### src/rtl/fb_pkg.sv
// fb_pkg: framebuffer geometry, port widths, write-controller FSM states and
// the constant-multiplier address helper shared by the framebuffer write
// controller, the framebuffer and the VGA scan-out path.
package fb_pkg;
  localparam int H_RES      = 640;
  localparam int V_RES      = 480;
  localparam int FB_PIXELS  = H_RES * V_RES;
  localparam int FB_ADDR_W  = 19;
  localparam int FB_COLOR_W = 24;
  localparam int FB_X_W     = 10;
  localparam int FB_Y_W     = 9;

  typedef enum logic [0:0] {
    ST_IDLE  = 1'b0,
    ST_CLEAR = 1'b1
  } fb_state_e;

  // y*h_res + x as a shift-and-add over the set bits of the constant h_res.
  // With h_res fixed at elaboration this folds into a few adders
  // (640 -> (y<<9)+(y<<7)+x), so no multiplier is inferred.
  function automatic logic [FB_ADDR_W-1:0] fb_pix_addr(
    input logic [FB_X_W-1:0] x,
    input logic [FB_Y_W-1:0] y,
    input int                h_res
  );
    logic [FB_ADDR_W-1:0] acc;
    acc = {{(FB_ADDR_W-FB_X_W){1'b0}}, x};
    for (int i = 0; i < FB_X_W; i++)
      if (h_res[i]) acc = acc + ({{(FB_ADDR_W-FB_Y_W){1'b0}}, y} << i);
    return acc;
  endfunction
endpackage

### src/rtl/fb_write_ctrl_if.sv
// fb_write_ctrl_if: pixel requesters (r0 rasterizer, r1 host/blitter), clear
// control/status and the framebuffer write port of fb_write_ctrl.
//   master : requester / controller side (drives valid, pixel, clear_start)
//   slave  : fb_write_ctrl side (drives readies, status, write port)
interface fb_write_ctrl_if;
  import fb_pkg::*;

  logic                  r0_valid, r0_ready;
  logic [FB_X_W-1:0]     r0_x;
  logic [FB_Y_W-1:0]     r0_y;
  logic [FB_COLOR_W-1:0] r0_color;

  logic                  r1_valid, r1_ready;
  logic [FB_X_W-1:0]     r1_x;
  logic [FB_Y_W-1:0]     r1_y;
  logic [FB_COLOR_W-1:0] r1_color;

  logic                  clear_start;
  logic [FB_COLOR_W-1:0] clear_color;
  logic                  clear_busy, clear_done;

  logic [FB_ADDR_W-1:0]  fb_wr_addr;
  logic [FB_COLOR_W-1:0] fb_wr_data;
  logic                  fb_wr_enable;
  logic [15:0]           drop_count;

  modport master (
    output r0_valid, r0_x, r0_y, r0_color,
    output r1_valid, r1_x, r1_y, r1_color,
    output clear_start, clear_color,
    input  r0_ready, r1_ready, clear_busy, clear_done,
    input  fb_wr_addr, fb_wr_data, fb_wr_enable, drop_count
  );

  modport slave (
    input  r0_valid, r0_x, r0_y, r0_color,
    input  r1_valid, r1_x, r1_y, r1_color,
    input  clear_start, clear_color,
    output r0_ready, r1_ready, clear_busy, clear_done,
    output fb_wr_addr, fb_wr_data, fb_wr_enable, drop_count
  );
endinterface

### src/rtl/fb_rr_arb2.sv
// fb_rr_arb2: two-way round-robin arbiter.
//   clk, rst : clock, async active-high reset (priority returns to req[0])
//   en       : grants allowed this cycle
//   req[1:0] : requests;  gnt[1:0] : one-hot grant (zero when !en or no req)
// The requester not granted most recently wins a tie; the pointer only moves
// on a cycle that actually grants.
module fb_rr_arb2 (
  input  logic       clk,
  input  logic       rst,
  input  logic       en,
  input  logic [1:0] req,
  output logic [1:0] gnt
);
  logic prio_q, prio_d;  // 1: req[1] wins a tie

  always_comb begin
    gnt = 2'b00;
    if (en) begin
      if (req == 2'b11) gnt = prio_q ? 2'b10 : 2'b01;
      else              gnt = req;
    end
    prio_d = prio_q;
    if (gnt[0])      prio_d = 1'b1;
    else if (gnt[1]) prio_d = 1'b0;
  end

  always_ff @(posedge clk or posedge rst)
    if (rst) prio_q <= 1'b0;
    else     prio_q <= prio_d;
endmodule

### src/rtl/fb_write_ctrl.sv
// fb_write_ctrl: arbitrates two pixel requesters onto one framebuffer write
// port and performs full-frame clears.
//   clk, rst : clock, async active-high reset
//   bus      : fb_write_ctrl_if.slave -- r0/r1 pixel handshakes, clear
//              start/colour/busy/done, registered write port, drop counter
// Accepted in-range pixels are written one cycle later at y*H_RES+x;
// out-of-range pixels are accepted, discarded and counted (saturating).
// A clear sweeps addresses 0..H_RES*V_RES-1 with the colour latched at
// clear_start; the requesters are stalled for the whole sweep.
module fb_write_ctrl #(
  parameter int H_RES = fb_pkg::H_RES,
  parameter int V_RES = fb_pkg::V_RES
) (
  input logic            clk,
  input logic            rst,
  fb_write_ctrl_if.slave bus
);
  import fb_pkg::*;

  localparam int                   N_PIX = H_RES * V_RES;
  localparam logic [FB_ADDR_W-1:0] LAST  = FB_ADDR_W'(N_PIX - 1);
  localparam logic [FB_X_W:0]      X_LIM = (FB_X_W+1)'(H_RES);
  localparam logic [FB_Y_W:0]      Y_LIM = (FB_Y_W+1)'(V_RES);

  fb_state_e             state_q, state_d;
  logic                  wr_en_q, wr_en_d;
  logic [FB_ADDR_W-1:0]  wr_addr_q, wr_addr_d;
  logic [FB_COLOR_W-1:0] wr_data_q, wr_data_d;  // also holds the clear colour
  logic                  busy_q, busy_d;
  logic                  done_q, done_d;
  logic [15:0]           drop_q, drop_d;

  logic                  arb_en;
  logic [1:0]            gnt;
  logic [FB_X_W-1:0]     sel_x;
  logic [FB_Y_W-1:0]     sel_y;
  logic [FB_COLOR_W-1:0] sel_color;
  logic                  in_range;

  // No grant during reset, during a clear, or on the clear_start cycle.
  assign arb_en = (state_q == ST_IDLE) && !bus.clear_start && !rst;

  fb_rr_arb2 u_arb (
    .clk (clk),
    .rst (rst),
    .en  (arb_en),
    .req ({bus.r1_valid, bus.r0_valid}),
    .gnt (gnt)
  );

  assign bus.r0_ready = gnt[0];
  assign bus.r1_ready = gnt[1];

  assign sel_x     = gnt[1] ? bus.r1_x     : bus.r0_x;
  assign sel_y     = gnt[1] ? bus.r1_y     : bus.r0_y;
  assign sel_color = gnt[1] ? bus.r1_color : bus.r0_color;
  assign in_range  = ({1'b0, sel_x} < X_LIM) && ({1'b0, sel_y} < Y_LIM);

  // The write registers carry the clear sweep directly: entering CLEAR loads
  // address 0, so the first CLEAR cycle already presents a write and the last
  // CLEAR cycle presents LAST together with clear_done.
  always_comb begin
    state_d   = state_q;
    wr_en_d   = 1'b0;
    wr_addr_d = wr_addr_q;
    wr_data_d = wr_data_q;
    busy_d    = 1'b0;
    done_d    = 1'b0;
    drop_d    = drop_q;
    case (state_q)
      ST_IDLE: begin
        if (bus.clear_start) begin
          state_d   = ST_CLEAR;
          wr_en_d   = 1'b1;
          wr_addr_d = '0;
          wr_data_d = bus.clear_color;
          busy_d    = 1'b1;
          done_d    = (LAST == '0);
        end else if (|gnt) begin
          if (in_range) begin
            wr_en_d   = 1'b1;
            wr_addr_d = fb_pix_addr(sel_x, sel_y, H_RES);
            wr_data_d = sel_color;
          end else if (drop_q != 16'hFFFF) begin
            drop_d = drop_q + 16'd1;
          end
        end
      end
      ST_CLEAR: begin
        if (wr_addr_q == LAST) begin
          state_d = ST_IDLE;
        end else begin
          wr_en_d   = 1'b1;
          wr_addr_d = wr_addr_q + 1'b1;
          busy_d    = 1'b1;
          done_d    = (wr_addr_q + 1'b1 == LAST);
        end
      end
      default: state_d = ST_IDLE;
    endcase
  end

  always_ff @(posedge clk or posedge rst) begin
    if (rst) begin
      state_q   <= ST_IDLE;
      wr_en_q   <= 1'b0;
      wr_addr_q <= '0;
      wr_data_q <= '0;
      busy_q    <= 1'b0;
      done_q    <= 1'b0;
      drop_q    <= '0;
    end else begin
      state_q   <= state_d;
      wr_en_q   <= wr_en_d;
      wr_addr_q <= wr_addr_d;
      wr_data_q <= wr_data_d;
      busy_q    <= busy_d;
      done_q    <= done_d;
      drop_q    <= drop_d;
    end
  end

  assign bus.fb_wr_enable = wr_en_q;
  assign bus.fb_wr_addr   = wr_addr_q;
  assign bus.fb_wr_data   = wr_data_q;
  assign bus.clear_busy   = busy_q;
  assign bus.clear_done   = done_q;
  assign bus.drop_count   = drop_q;
endmodule
### src/flat_wrapper.sv
// flat-port wrapper written by rule: the top's interface ports become plain ports
module fb_write_ctrl_flat import fb_pkg::*;
#(
  parameter int H_RES = fb_pkg::H_RES,
  parameter int V_RES = fb_pkg::V_RES
)
  (clk, rst, bus_r0_valid, bus_r0_x, bus_r0_y, bus_r0_color, bus_r1_valid, bus_r1_x, bus_r1_y, bus_r1_color, bus_clear_start, bus_clear_color, bus_r0_ready, bus_r1_ready, bus_clear_busy, bus_clear_done, bus_fb_wr_addr, bus_fb_wr_data, bus_fb_wr_enable, bus_drop_count);
  fb_write_ctrl_if bus_i ();
  input logic clk;
  input logic rst;
  input wire logic [$bits(bus_i.r0_valid)-1:0] bus_r0_valid;
  input wire logic [$bits(bus_i.r0_x)-1:0] bus_r0_x;
  input wire logic [$bits(bus_i.r0_y)-1:0] bus_r0_y;
  input wire logic [$bits(bus_i.r0_color)-1:0] bus_r0_color;
  input wire logic [$bits(bus_i.r1_valid)-1:0] bus_r1_valid;
  input wire logic [$bits(bus_i.r1_x)-1:0] bus_r1_x;
  input wire logic [$bits(bus_i.r1_y)-1:0] bus_r1_y;
  input wire logic [$bits(bus_i.r1_color)-1:0] bus_r1_color;
  input wire logic [$bits(bus_i.clear_start)-1:0] bus_clear_start;
  input wire logic [$bits(bus_i.clear_color)-1:0] bus_clear_color;
  output wire logic [$bits(bus_i.r0_ready)-1:0] bus_r0_ready;
  output wire logic [$bits(bus_i.r1_ready)-1:0] bus_r1_ready;
  output wire logic [$bits(bus_i.clear_busy)-1:0] bus_clear_busy;
  output wire logic [$bits(bus_i.clear_done)-1:0] bus_clear_done;
  output wire logic [$bits(bus_i.fb_wr_addr)-1:0] bus_fb_wr_addr;
  output wire logic [$bits(bus_i.fb_wr_data)-1:0] bus_fb_wr_data;
  output wire logic [$bits(bus_i.fb_wr_enable)-1:0] bus_fb_wr_enable;
  output wire logic [$bits(bus_i.drop_count)-1:0] bus_drop_count;
  assign bus_i.r0_valid = bus_r0_valid;
  assign bus_i.r0_x = bus_r0_x;
  assign bus_i.r0_y = bus_r0_y;
  assign bus_i.r0_color = bus_r0_color;
  assign bus_i.r1_valid = bus_r1_valid;
  assign bus_i.r1_x = bus_r1_x;
  assign bus_i.r1_y = bus_r1_y;
  assign bus_i.r1_color = bus_r1_color;
  assign bus_i.clear_start = bus_clear_start;
  assign bus_i.clear_color = bus_clear_color;
  assign bus_r0_ready = bus_i.r0_ready;
  assign bus_r1_ready = bus_i.r1_ready;
  assign bus_clear_busy = bus_i.clear_busy;
  assign bus_clear_done = bus_i.clear_done;
  assign bus_fb_wr_addr = bus_i.fb_wr_addr;
  assign bus_fb_wr_data = bus_i.fb_wr_data;
  assign bus_fb_wr_enable = bus_i.fb_wr_enable;
  assign bus_drop_count = bus_i.drop_count;
  fb_write_ctrl #(.H_RES(H_RES), .V_RES(V_RES)) u_core (.clk(clk), .rst(rst), .bus(bus_i));
endmodule
### config.mk
export PLATFORM = sky130hd
export DESIGN_NAME = fb_write_ctrl_flat
export DESIGN_NICKNAME = d
export VERILOG_FILES = /design/src/rtl/fb_pkg.sv /design/src/rtl/fb_write_ctrl_if.sv /design/src/rtl/fb_rr_arb2.sv /design/src/rtl/fb_write_ctrl.sv /design/src/flat_wrapper.sv
export SDC_FILE = /design/constraint.sdc
export NUM_CORES = 1
export LEC_CHECK = 0
export ABC_AREA = 1
export ABC_CLOCK_PERIOD_IN_PS = 9600
export CAP_MARGIN = 10
export CORE_ASPECT_RATIO = 0.9
export CORE_MARGIN = 3
export CORE_UTILIZATION = 50
export CTS_CLUSTER_SIZE = 16
export DETAILED_ROUTE_END_ITERATION = 7
export PLACE_DENSITY = 0.88
export SKIP_LAST_GASP = 1
export SYNTH_ARGS = -nofsm -noshare
export SYNTH_HDL_FRONTEND = slang
export SYNTH_SLANG_ARGS = --single-unit
### constraint.sdc
create_clock -name clk -period 9.6 [get_ports clk]
set_input_delay 2.4 -clock clk [delete_from_list [all_inputs] [get_ports clk]]
set_output_delay 2.4 -clock clk [all_outputs]
set_load 0.1 [all_outputs]
### Word level (Yosys, flattened, before mapping)

Index checks and enable logic that the tools add are counted.
Widths: inputs -> output; s select.

* register bits: 63
* bits in latches: 0
* bits in writable memories: 0
* memory bits (read-only): 0
* word-level logic and storage cells: 64
* memories kept: 0

* $add $sub $neg: 4
* multipliers: 0
* divide/modulo/power cells: 0
* $lt $le $gt $ge: 2
* equality and inequality tests: 7
* shift-type cells: 0
* multiplexer cells: 29
* bitwise gates (word level): 3
* reductions and logical operators: 12

Operators by type and width (count)
* $mux 19: 8
* $mux 24: 4
* $eq 19x19->1 const B: 2
* $pmux 19 s2: 1
* $add 19x1->19 const B: 1
* $add 19x18->19: 1
* $add 10x16->17: 1
* $add 16x1->16 const B: 1
* $ne 16x16->1 const B: 1
* $lt 10x10->1 const B: 1
* $mux 10: 1
* $lt 9x9->1 const B: 1
* $mux 9: 1
* $mux 1: 8
* $mux 2: 3
* $pmux 1 s2: 3
* $reduce_and 3->1: 2
* $reduce_bool 2->1: 3
* $reduce_and 5->1: 1
* $logic_and 1x1->1: 3
* $ne 3x2->1 const B: 1
* $ne 3x3->1 const B: 1
* $not 1->1: 3
* $eq 2x2->1 const B: 1
* other kinds (3): 4

### Depth between registers and ports, before layout

Gate-level depths: netlist (run 1).

* word-level depth: 16
* mapped depth: 30
* gate-level depth less buffers: 28

### Modules after synthesis

A second synthesis (run 1) with hierarchy kept.

* cells, all modules: 731
* area, all modules: 4892.2 sq um

By module, submodules not included
* fb_write_ctrl: times used 1, cells each 718, area each 4817.1 sq um, sequential area each 1551.5 sq um
* fb_rr_arb2: times used 1, cells each 13, area each 75.1 sq um, sequential area each 25.0 sq um

### Least setup slack after synthesis (run 1)

Ideal clock, no wire load.

* path kind: input-to-output
* start: input port rst
* end: output port bus_r1_ready
* data arrival time: 5.347 ns
* slack: 1.853 ns
* stages on the path: 5
* buffers on the path: 2
* path through: inv_1 > nand2_1 > a21oi_1 > buf_4 > clkbuf_1

* word-level cells in the longest chain between the ends: 3

Ends and longest elaborated chain
* start: declaration: line flat_wrapper.sv:10 `input logic rst;`
* $logic_not 1->1: line fb_write_ctrl.sv:41 `assign arb_en = (state_q == ST_IDLE) && !bus.clear_start && !rst;`
* $logic_and 1x1->1: line fb_write_ctrl.sv:41
* $mux 2: line fb_rr_arb2.sv:18 `if (en) begin`
* end: declaration: line flat_wrapper.sv:22 `output wire logic [$bits(bus_i.r1_ready)-1:0] bus_r1_ready;`

Every way passes these cells.

### Worst setup path in the final report (run 1)

* start: input port bus_clear_start
* end: output port bus_r0_ready

* word-level cells in the longest chain between the ends: 4

Ends and longest elaborated chain
* start: declaration: line flat_wrapper.sv:19 `input wire logic [$bits(bus_i.clear_start)-1:0] bus_clear_start;`
* $logic_not 1->1: line fb_write_ctrl.sv:41
* $logic_and 1x1->1 (2 in series): line fb_write_ctrl.sv:41
* $mux 2: line fb_rr_arb2.sv:18
* end: declaration: line flat_wrapper.sv:21 `output wire logic [$bits(bus_i.r0_ready)-1:0] bus_r0_ready;`

Every way passes these cells.

==> results.cfg, run 1 <==
[clock_network]
post_cts_buffers = 0
cts_buffers = 9
clock_latency_ns = 0.33
cts_htree_levels = 3
cts_tree = yes
clock-sinks = 63
ctsLongestPathBuffers = 2
cts-hold-fix-buffers = 0
path_clk_slew_ns = 0.05
cts_resized = 0
root_buffer = clkbuf_16

[worst_setup_path]
startpoint = bus_clear_start
cpMaxStageDelayCell = clkdlybuf4s50_1
critPathLaunchType = input pin
reg2reg_to = u_core.bus.fb_wr_addr[14]
setup.worst_path.end = bus_r0_ready
setup.worst_path.class = in2out
cp_common_cell = clkdlybuf4s50_1
critPathMaxFanout = 3
arrival_ns = 4.58
slowest_delay_ns = 1.17
r2r_cells = 28
path_depth = 5
r2r_slack_ns = 5.08
crit_chain = clkdlybuf4s50_1, nor2_4, nand2_1, nor2_1, clkdlybuf4s50_1
crit_family = buffers and inverters
end_kind = output pin
worstReg2RegStart = u_core.state_q
required_ns = 7.20
path_buf_inv = 2

[yosys]
synth_area_um2 = 5116
synthCells = 790
yosysSeqAreaShare_pct = 30.81
syn_nets = 921
yosys.area.top_type = dfrtp_1
yosys.area.top_type_share_pct = 30.81
ys_seq_elements = 63
yosysWarnings = 0
synth_area_leaders = dfrtp_1, nand2_1, nand3_1, nor2_1, inv_1
netlist-cell-type-count = 39
synth.avg_cell_area_um2 = 6.476

[drt]
antenna_left = 0
vias = 5823
vias_per_cell = 5.402
drt_first_pass_iters = 7
drc_errors = 0
drt_iter0_drc = 509
wl_mm = 16.16
avgRoutedWirePerCell_um = 14.99

[global_routing]
gr-total-overflow = 0
grt_max_degree = 64
grt_first_pass_wirelength_mm = 25.94
antenna_found_initial = 0
grt_pass1_vias = 5406
track_usage_pct = 27.74

[finish]
fin_area_um2 = 7213
final_core_util_pct = 73.40
nets = 1078
final_layout_size_suffix_gt1_share_pct = 4.307
area_growth_pct = 40.99
diodes = 0

[pwr]
p_leak_nw = 3.384
ir_worst_vdd_mv = 0.2668
powerDensity_nw_per_um2 = 248.5

[placed_design]
io_buffers = 178
hpwl_mm = 11.81
place_area_um2 = 6903
place_ws_ns = 2.456
gp_congestion = 0.9139

[timing]
grt_setup_unrepaired = no
period_needed_ns = 6.975
drv_slew = 0
fmax_ghz = 0.1434
finClkSkew_ns = 0.003999
slew_headroom_pct = 30.91
max_slew.worst_pin.slew_ns = 1.033
setup_tns_ns = 0
whs_ns = 0.4953
hold_viol_final = 0
setup_viol = 0
setup_ws_ns = 2.625
post-route-period-util_pct = 72.66

[floorplan]
ios = 179
die_x_um = 112.6
start_util_pct = 52.06
fp.dieArea_um2 = 11480
core_um2 = 9827
row_count = 34
die_h_um = 102.0

[worst_hold_path]
hold_class = reg2reg

[flow_run]
maxCapViolCount = 0

[outcome]
status = completed
## cells in the mapped netlist (all sizes together)
| master | instances |
|---|---|
| o21a | 1 |
| ha | 15 |
| fa | 1 |
| o211ai | 1 |
| nand2 | 310 |
| nand4 | 25 |
| or2 | 1 |
| o21ai | 26 |
| nand3b | 7 |
| xor2 | 20 |
| o22ai | 5 |
| inv | 61 |
| a21boi | 1 |
| nand3 | 85 |
| xnor2 | 9 |
| nor4 | 2 |
| buf | 19 |
| and2 | 1 |
| dfrtp | 63 |
| nor2 | 73 |
| a21oi | 10 |
| o21bai | 1 |
| a31oi | 25 |
| nor3 | 11 |
| clkbuf | 17 |
## per-layer routing
layer,global-route usage [%],wire (um),vias to the layer above
li1,-,-,2880
met1,34.32,6617,2674
met3,7.756,1257,30
met5,0,0,-
met4,6.932,294,0
met2,48.32,7989,239
## state kept, by name, summed over array words and instances, names as in the netlist
register                 flops
u_core.bus.clear_done        1
u_core.bus.drop_count       16
u_core.bus.fb_wr_addr       19
u_core.bus.fb_wr_data       24
u_core.bus.fb_wr_enable      1
u_core.state_q               1
u_core.u_arb.prio_q          1
## per-stage QoR
step / total power, mW / cells
after floorplan: 1.172 / 790
after global placement: 1.438 / 1062
after detailed placement: 1.451 / 1062
after CTS: 1.796 / 1078
after global routing: 1.867 / 1078
final: 1.793 / 1078
## cell type report
cell class              instances  area, um^2
multi-input cells             630        3128
fillers                       804        2614
repair buffers                182        1812
flip-flops and latches         63        1577
clock buffers                  13       270.3
inverters                      61       229.0
well taps                     126       157.7
clock inverters                 3       40.04
## tightest hold or removal path, stage by stage, from the launching register on
cell and delay, ns:
dfrtp_1 0.35, nand2_1 0.05, o21ai_0 0.06
## cells in the final DEF (no fill, tap or decap), types with 2 or more instances in the layout
| cell | n |
|---|---|
| clkdlybuf4s50_1 | 178 |
| o21ai_1 | 4 |
| nand2_2 | 3 |
| nor4_1 | 2 |
| nand2_1 | 305 |
| o21ai_0 | 21 |
| clkbuf_16 | 9 |
| inv_2 | 7 |
| nand4_1 | 25 |
| dfrtp_1 | 63 |
| xnor2_1 | 9 |
| clkinv_2 | 2 |
| nor3_1 | 11 |
| a31oi_1 | 24 |
| inv_1 | 54 |
| nand3b_1 | 6 |
| clkbuf_8 | 3 |
| nor2_1 | 70 |
| nand2_4 | 2 |
| ha_1 | 15 |
| a21oi_1 | 9 |
| xor2_1 | 20 |
| o22ai_1 | 5 |
| nand3_1 | 83 |
| buf_4 | 4 |
## power breakdown
group | total, mW | switching [mW] | internal (mW)
Sequential | 0.423 | 0.0823 | 0.341
Combinational | 1.03 | 0.770 | 0.261
Clock | 0.338 | 0.117 | 0.221
Total | 1.79 | 0.969 | 0.824
## worst min-delay path by stage
stage,start,to,slack [ns],cells after the start
final,u_core.u_arb.prio_q,u_core.u_arb.prio_q,0.50,2
after CTS,u_core.u_arb.prio_q,u_core.u_arb.prio_q,0.50,2
after floorplan,u_core.u_arb.prio_q,u_core.u_arb.prio_q,0.45,2
after global routing,u_core.bus.fb_wr_data[19],u_core.bus.fb_wr_data[19],0.53,2
after global placement,u_core.u_arb.prio_q,u_core.u_arb.prio_q,0.48,2
after detailed placement,u_core.u_arb.prio_q,u_core.u_arb.prio_q,0.49,2
## cells by family (layout without fill, tap and decap cells)
family                   after synthesis  after routing  synth area share, %
flip-flops                            63             63                30.81
AO/OA/AOI/OAI                         70             70                8.291
adder cells (fa/ha/maj)               16             16                4.060
XOR/XNOR                              29             29                4.965
AND/OR/NAND/NOR                      515            515                43.60
buffers and inverters                 97            259                8.266
Power figures use the tool's default switching activity.
==> run 2, diff against run 1 <==
- ABC_CLOCK_PERIOD_IN_PS: 9600 -> 7200
- CORE_UTILIZATION: 50 -> 46
- PLACE_DENSITY: 0.88 -> 0.82
- clock period: 9.6 -> 7.2 ns (I/O delays scaled with it)
==> run 2 against run 1 <==
  * Via count decreased by 1.8%
  * Clock power increased by 28%
  * Die area increased by 8.2%
  * Critical path depth increased by 24
  * First-iteration DRC count decreased by 2.2%
  * Cell count increased by 2.2%
  * Sequential power increased by 33%
  * Critical path type is now in2reg
  * Largest cell class unchanged
==> results.cfg, run 2 (synthesis gave the netlist of run 1 again) <==
[worst_setup_path]
cpMaxStageDelayCell = clkdlybuf4s50_1
end_kind = register
setup.worst_path.class = in2reg
critPathLaunchType = input pin
cp_common_cell = nand2_1
slowest_delay_ns = 0.50
crit_family = simple AND/OR/NAND/NOR gates
required_ns = 7.42
critPathMaxFanout = 20
path_buf_inv = 4
arrival_ns = 5.43

[clock_network]
cts-hold-fix-buffers = 0
ctsLongestPathBuffers = 2
cts_htree_levels = 3
cts_resized = 0
clock_latency_ns = 0.33
root_buffer = clkbuf_16
post_cts_buffers = 0
path_clk_slew_ns = 0.05
clock-sinks = 63
cts_tree = yes
cts_buffers = 9

[global_routing]
use_met2_pct = 42.81
antenna_found_initial = 0
met1_usage_pct = 33.14
grt_first_pass_wirelength_mm = 25.83
gr-total-overflow = 0
grt_use_met3_pct = 7.797
grt_max_degree = 64
grt_pass1_vias = 5290
track_usage_pct = 25.81
grt_busiest_layer = met2

[timing]
post-route-period-util_pct = 72.42
setup_tns_ns = 0
grt_setup_unrepaired = no
fmax_ghz = 0.1918
hold_viol_final = 0
slew_headroom_pct = 32.04
setup_ws_ns = 1.986
drv_slew = 0
period_needed_ns = 5.214
setup_viol = 0
max_slew.worst_pin.slew_ns = 1.016
finClkSkew_ns = 0.008735

[floorplan]
core_um2 = 10550
ios = 179
row_count = 35
start_util_pct = 48.48
fp.dieArea_um2 = 12430
die_h_um = 106.1
die_x_um = 117.2

[finish]
area_growth_pct = 41.35
nets = 1080
final_layout_size_suffix_gt1_share_pct = 4.612
largest_reg_flops = 24
n_fill_cell = 937
final_cell_mix = nand2_1, clkdlybuf4s50_1, nand3_1
layout_commonest_cell = nand2_1
diodes = 0

[placed_design]
hpwl_mm = 11.82
place_ws_ns = 1.665
gp_congestion = 0.9050
io_buffers = 178

[pwr]
p_comb_share_pct = 57.9
seqPwrFrac_pct = 23.8
sw_frac_of_total_pct = 54.31
switching_power_mw = 1.283
p_leak_nw = 3.388
clock_power_share_pct = 18.3
ir_worst_vdd_mv = 0.2697
power_report.internal_total_mw = 1.079
powerDensity_nw_per_um2 = 326.5

[drt]
drt_first_pass_iters = 5
antenna_left = 0
wl_mm = 15.97
drc_errors = 0
avgRoutedWirePerCell_um = 14.49
vias = 5718
vias_per_cell = 5.189
drt_iter0_drc = 498

[worst_hold_path]
hold_class = reg2reg

[outcome]
status = completed

[flow_run]
maxCapViolCount = 0
==> run 2: cell types whose count changed in the layout (fill, tap and decap cells not counted) <==
cell,before,now
clkbuf_8,3,1
clkinv_2,2,3
clkbuf_1,1,2
buf_4,4,8
clkdlybuf4s50_1,178,176
==> run 2: final cells by class <==
class / instances / area, um^2 / share of cell area [%]
repair buffers: 184 / 1822 / 25.19
flip-flops and latches: 63 / 1577 / 21.80
well taps: 148 / 185.2 / 2.561
clock buffers: 12 / 246.5 / 3.408
clock inverters: 4 / 45.04 / 0.6228
multi-input cells: 630 / 3128 / 43.25
inverters: 61 / 229.0 / 3.166
==> run 2: worst register-to-register path, delay by kind of cell, from the launching register on <==
kind	cells	cell delay [ns]
AO/OA/AOI/OAI	1	0.15
XOR/XNOR	1	0.16
adder cells (fa/ha/maj)	2	0.47
buffers and inverters	3	0.36
flip-flops	1	0.69
AND/OR/NAND/NOR	21	2.11
==> run 2: stage by stage <==
stage | power [mW] | utilization, % | area [um^2] | std cells | hold slack (ns)
finish | 2.362 | 68.52 | 7232 | 1102 | 0.5011
global route | 2.472 | 68.52 | 7232 | 1102 | 0.5344
CTS | 2.367 | 68.52 | 7232 | 1102 | 0.5067
detailed placement | 1.928 | 65.76 | 6940 | 1086 | 0.4928
global placement | 1.920 | 65.76 | 6940 | 1086 | 0.4889
floorplan | 1.563 | - | 5116 | 790 | 0.4534
==> run 2: power by group through the flow <==
stage | combinational [mW] | sequential, mW | clock (mW)
finish | 1.37 | 0.561 | 0.433
global route | 1.44 | 0.577 | 0.451
CTS | 1.37 | 0.559 | 0.438
detailed placement | 1.37 | 0.563 | 0
global placement | 1.36 | 0.561 | 0
floorplan | 0.304 | 1.26 | 0
==> run 2: final timing paths <==
path                                     start                         to  slack [ns]  cells after the start
max                               bus_r0_valid  u_core.bus.fb_wr_addr[14]        1.99                     29
min                        u_core.u_arb.prio_q        u_core.u_arb.prio_q        0.50                      2
max reg2reg                     u_core.state_q  u_core.bus.fb_wr_addr[14]        3.14                     28
min reg2reg                u_core.u_arb.prio_q        u_core.u_arb.prio_q        0.50                      2
max in group asynchronous                  rst   u_core.bus.drop_count[8]        4.47                      3
min in group asynchronous                  rst  u_core.bus.fb_wr_addr[18]        2.21                      3
==> run 2: layer usage <==
layer,routed length (um),up-vias,part of all wire (%)
met1,6666,2621,42
met3,1270,18,8.0
met5,0,-,0
met4,168,0,1.1
met2,7859,194,49
li1,-,2885,-
==> run 3, diff against run 2 <==
- ABC_CLOCK_PERIOD_IN_PS: 7200 -> 5200
- clock period: 7.2 -> 5.2 ns (I/O delays scaled with it)
==> run 3 against run 2 <==
  * Count of clock-buffer cells in the layout grew 1
  * Sequential cell count is the same
  * Critical path type unchanged
  * Via count up 2.0%
  * Combinational power grew 39%
  * Wire length rose by 1.4%
==> results.cfg, run 3 (synthesis gave the netlist of run 1 again) <==
[worst_setup_path]
setup.worst_path.class = in2reg
required_ns = 5.42
end_kind = register
arrival_ns = 4.88
critPathLaunchType = input pin
critPathMaxFanout = 12

[global_routing]
grt_first_pass_wirelength_mm = 26.13
grt_pass1_vias = 5387
grt_busiest_layer = met2
use_met2_pct = 42.53
grt_max_degree = 64
met1_usage_pct = 34.76
grt_use_met3_pct = 5.521
gr-total-overflow = 0
track_usage_pct = 26.18
antenna_found_initial = 0

[drt]
drc_errors = 0
antenna_left = 0
vias_per_cell = 5.267
drt_first_pass_iters = 5
vias = 5831
wl_mm = 16.19
drt_iter0_drc = 411
avgRoutedWirePerCell_um = 14.63

[clock_network]
cts_tree = yes
clock_latency_ns = 0.33
cts_resized = 0
ctsLongestPathBuffers = 2
cts_buffers = 9
cts-hold-fix-buffers = 0
clock-sinks = 63
root_buffer = clkbuf_16
path_clk_slew_ns = 0.05
post_cts_buffers = 0
cts_htree_levels = 3

[timing]
setup_viol = 0
setup_tns_ns = 0
period_needed_ns = 4.666
fmax_ghz = 0.2143
slew_headroom_pct = 31.97
hold_viol_final = 0
max_slew.worst_pin.slew_ns = 1.017
finClkSkew_ns = 0.004783
grt_setup_unrepaired = no
drv_slew = 0
post-route-period-util_pct = 89.73

[finish]
final_layout_size_suffix_gt1_share_pct = 5.214
diodes = 0
largest_reg_flops = 24
nets = 1085
area_growth_pct = 43.36
layout_commonest_cell = nand2_1
final_core_util_pct = 69.50
final_cell_mix = nand2_1, clkdlybuf4s50_1, nand3_1

[floorplan]
fp.dieArea_um2 = 12430
die_x_um = 117.2
ios = 179
die_h_um = 106.1
start_util_pct = 48.48
row_count = 35
core_um2 = 10550

[pwr]
p_leak_nw = 3.425
ir_worst_vdd_mv = 0.2639
power_mw = 3.344
powerDensity_nw_per_um2 = 455.9

[placed_design]
hpwl_mm = 12.06
gp_congestion = 0.9070
io_buffers = 178

[outcome]
status = completed

[worst_hold_path]
hold_class = reg2reg

[flow_run]
maxCapViolCount = 0
[run 3: cell count changes in the layout (fill, tap and decap cells not counted)]
cell,before,now
nand2_1,305,304
buf_4,8,11
clkinv_2,3,1
nand2_2,3,4
buf_12,0,2
inv_2,7,6
clkbuf_8,1,2
clkinvlp_4,0,1
bufinv_16,1,2
[run 3: cell type report]
class	count	area (um^2)
clock buffer	13	260.3
timing repair buffer	189	1884
multi-input combinational	630	3131
sequential	63	1577
fill	927	3219
clock inverter	3	65.06
tap	148	185.2
inverter	61	232.7
[run 3: worst paths after layout]
path                       slack [ns]                         to                      from  cells after the start
setup / recovery                 0.53  u_core.bus.fb_wr_addr[14]              bus_r0_valid                     27
hold / removal                   0.50   u_core.bus.fb_wr_data[1]  u_core.bus.fb_wr_data[1]                      2
setup reg to reg                 1.15  u_core.bus.fb_wr_addr[14]            u_core.state_q                     26
hold reg to reg                  0.50   u_core.bus.fb_wr_data[1]  u_core.bus.fb_wr_data[1]                      2
max in group asynchronous        2.87   u_core.bus.fb_wr_addr[8]                       rst                      3
min in group asynchronous        1.80        u_core.u_arb.prio_q                       rst                      3
[run 3: power by group]
part | switching, mW | total, mW | leakage, nW | internal [mW]
clock | 0.216 | 0.661 | 0.160 | 0.445
sequential | 0.147 | 0.777 | 0.811 | 0.630
combinational | 1.42 | 1.91 | 2.45 | 0.485
[run 3: per-layer routing]
metal  wire length [um]  vias up
met4                316        0
met3               1140       28
li1                   -     2896
met5                  0        -
met2               7770      250
met1               6966     2657
[run 3: critical path, cell delays in order]
cell	delay, ns
clkdlybuf4s50_1	0.49
inv_1	0.05
nand2_1	0.11
nand2_1	0.17
nand2_2	0.23
buf_4	0.22
nand2_1	0.06
nand2_1	0.14
ha_1	0.25
inv_1	0.09
a21oi_1	0.05
nand2_1	0.06
nand2_1	0.11
xnor2_1	0.30
inv_2	0.05
ha_1	0.27
nand3_1	0.08
nand2_1	0.09
nand2_1	0.09
nand2_1	0.05
nand2_1	0.05
nand2_1	0.06
or2_2	0.27
nand3_1	0.07
nand2_1	0.05
nand2_1	0.05
nand2_1	0.07
[run 3: stage by stage]
stage	instance area [um^2]	setup slack (ns)	cells	hold WS, ns
global route	7335	0.04601	1107	0.5270
finish	7335	0.5342	1107	0.5032
detailed placement	7009	0.2309	1091	0.4927
global placement	7009	0.3414	1091	0.4883
CTS	7335	0.5515	1107	0.5076
floorplan	5132	0.04509	790	0.4534
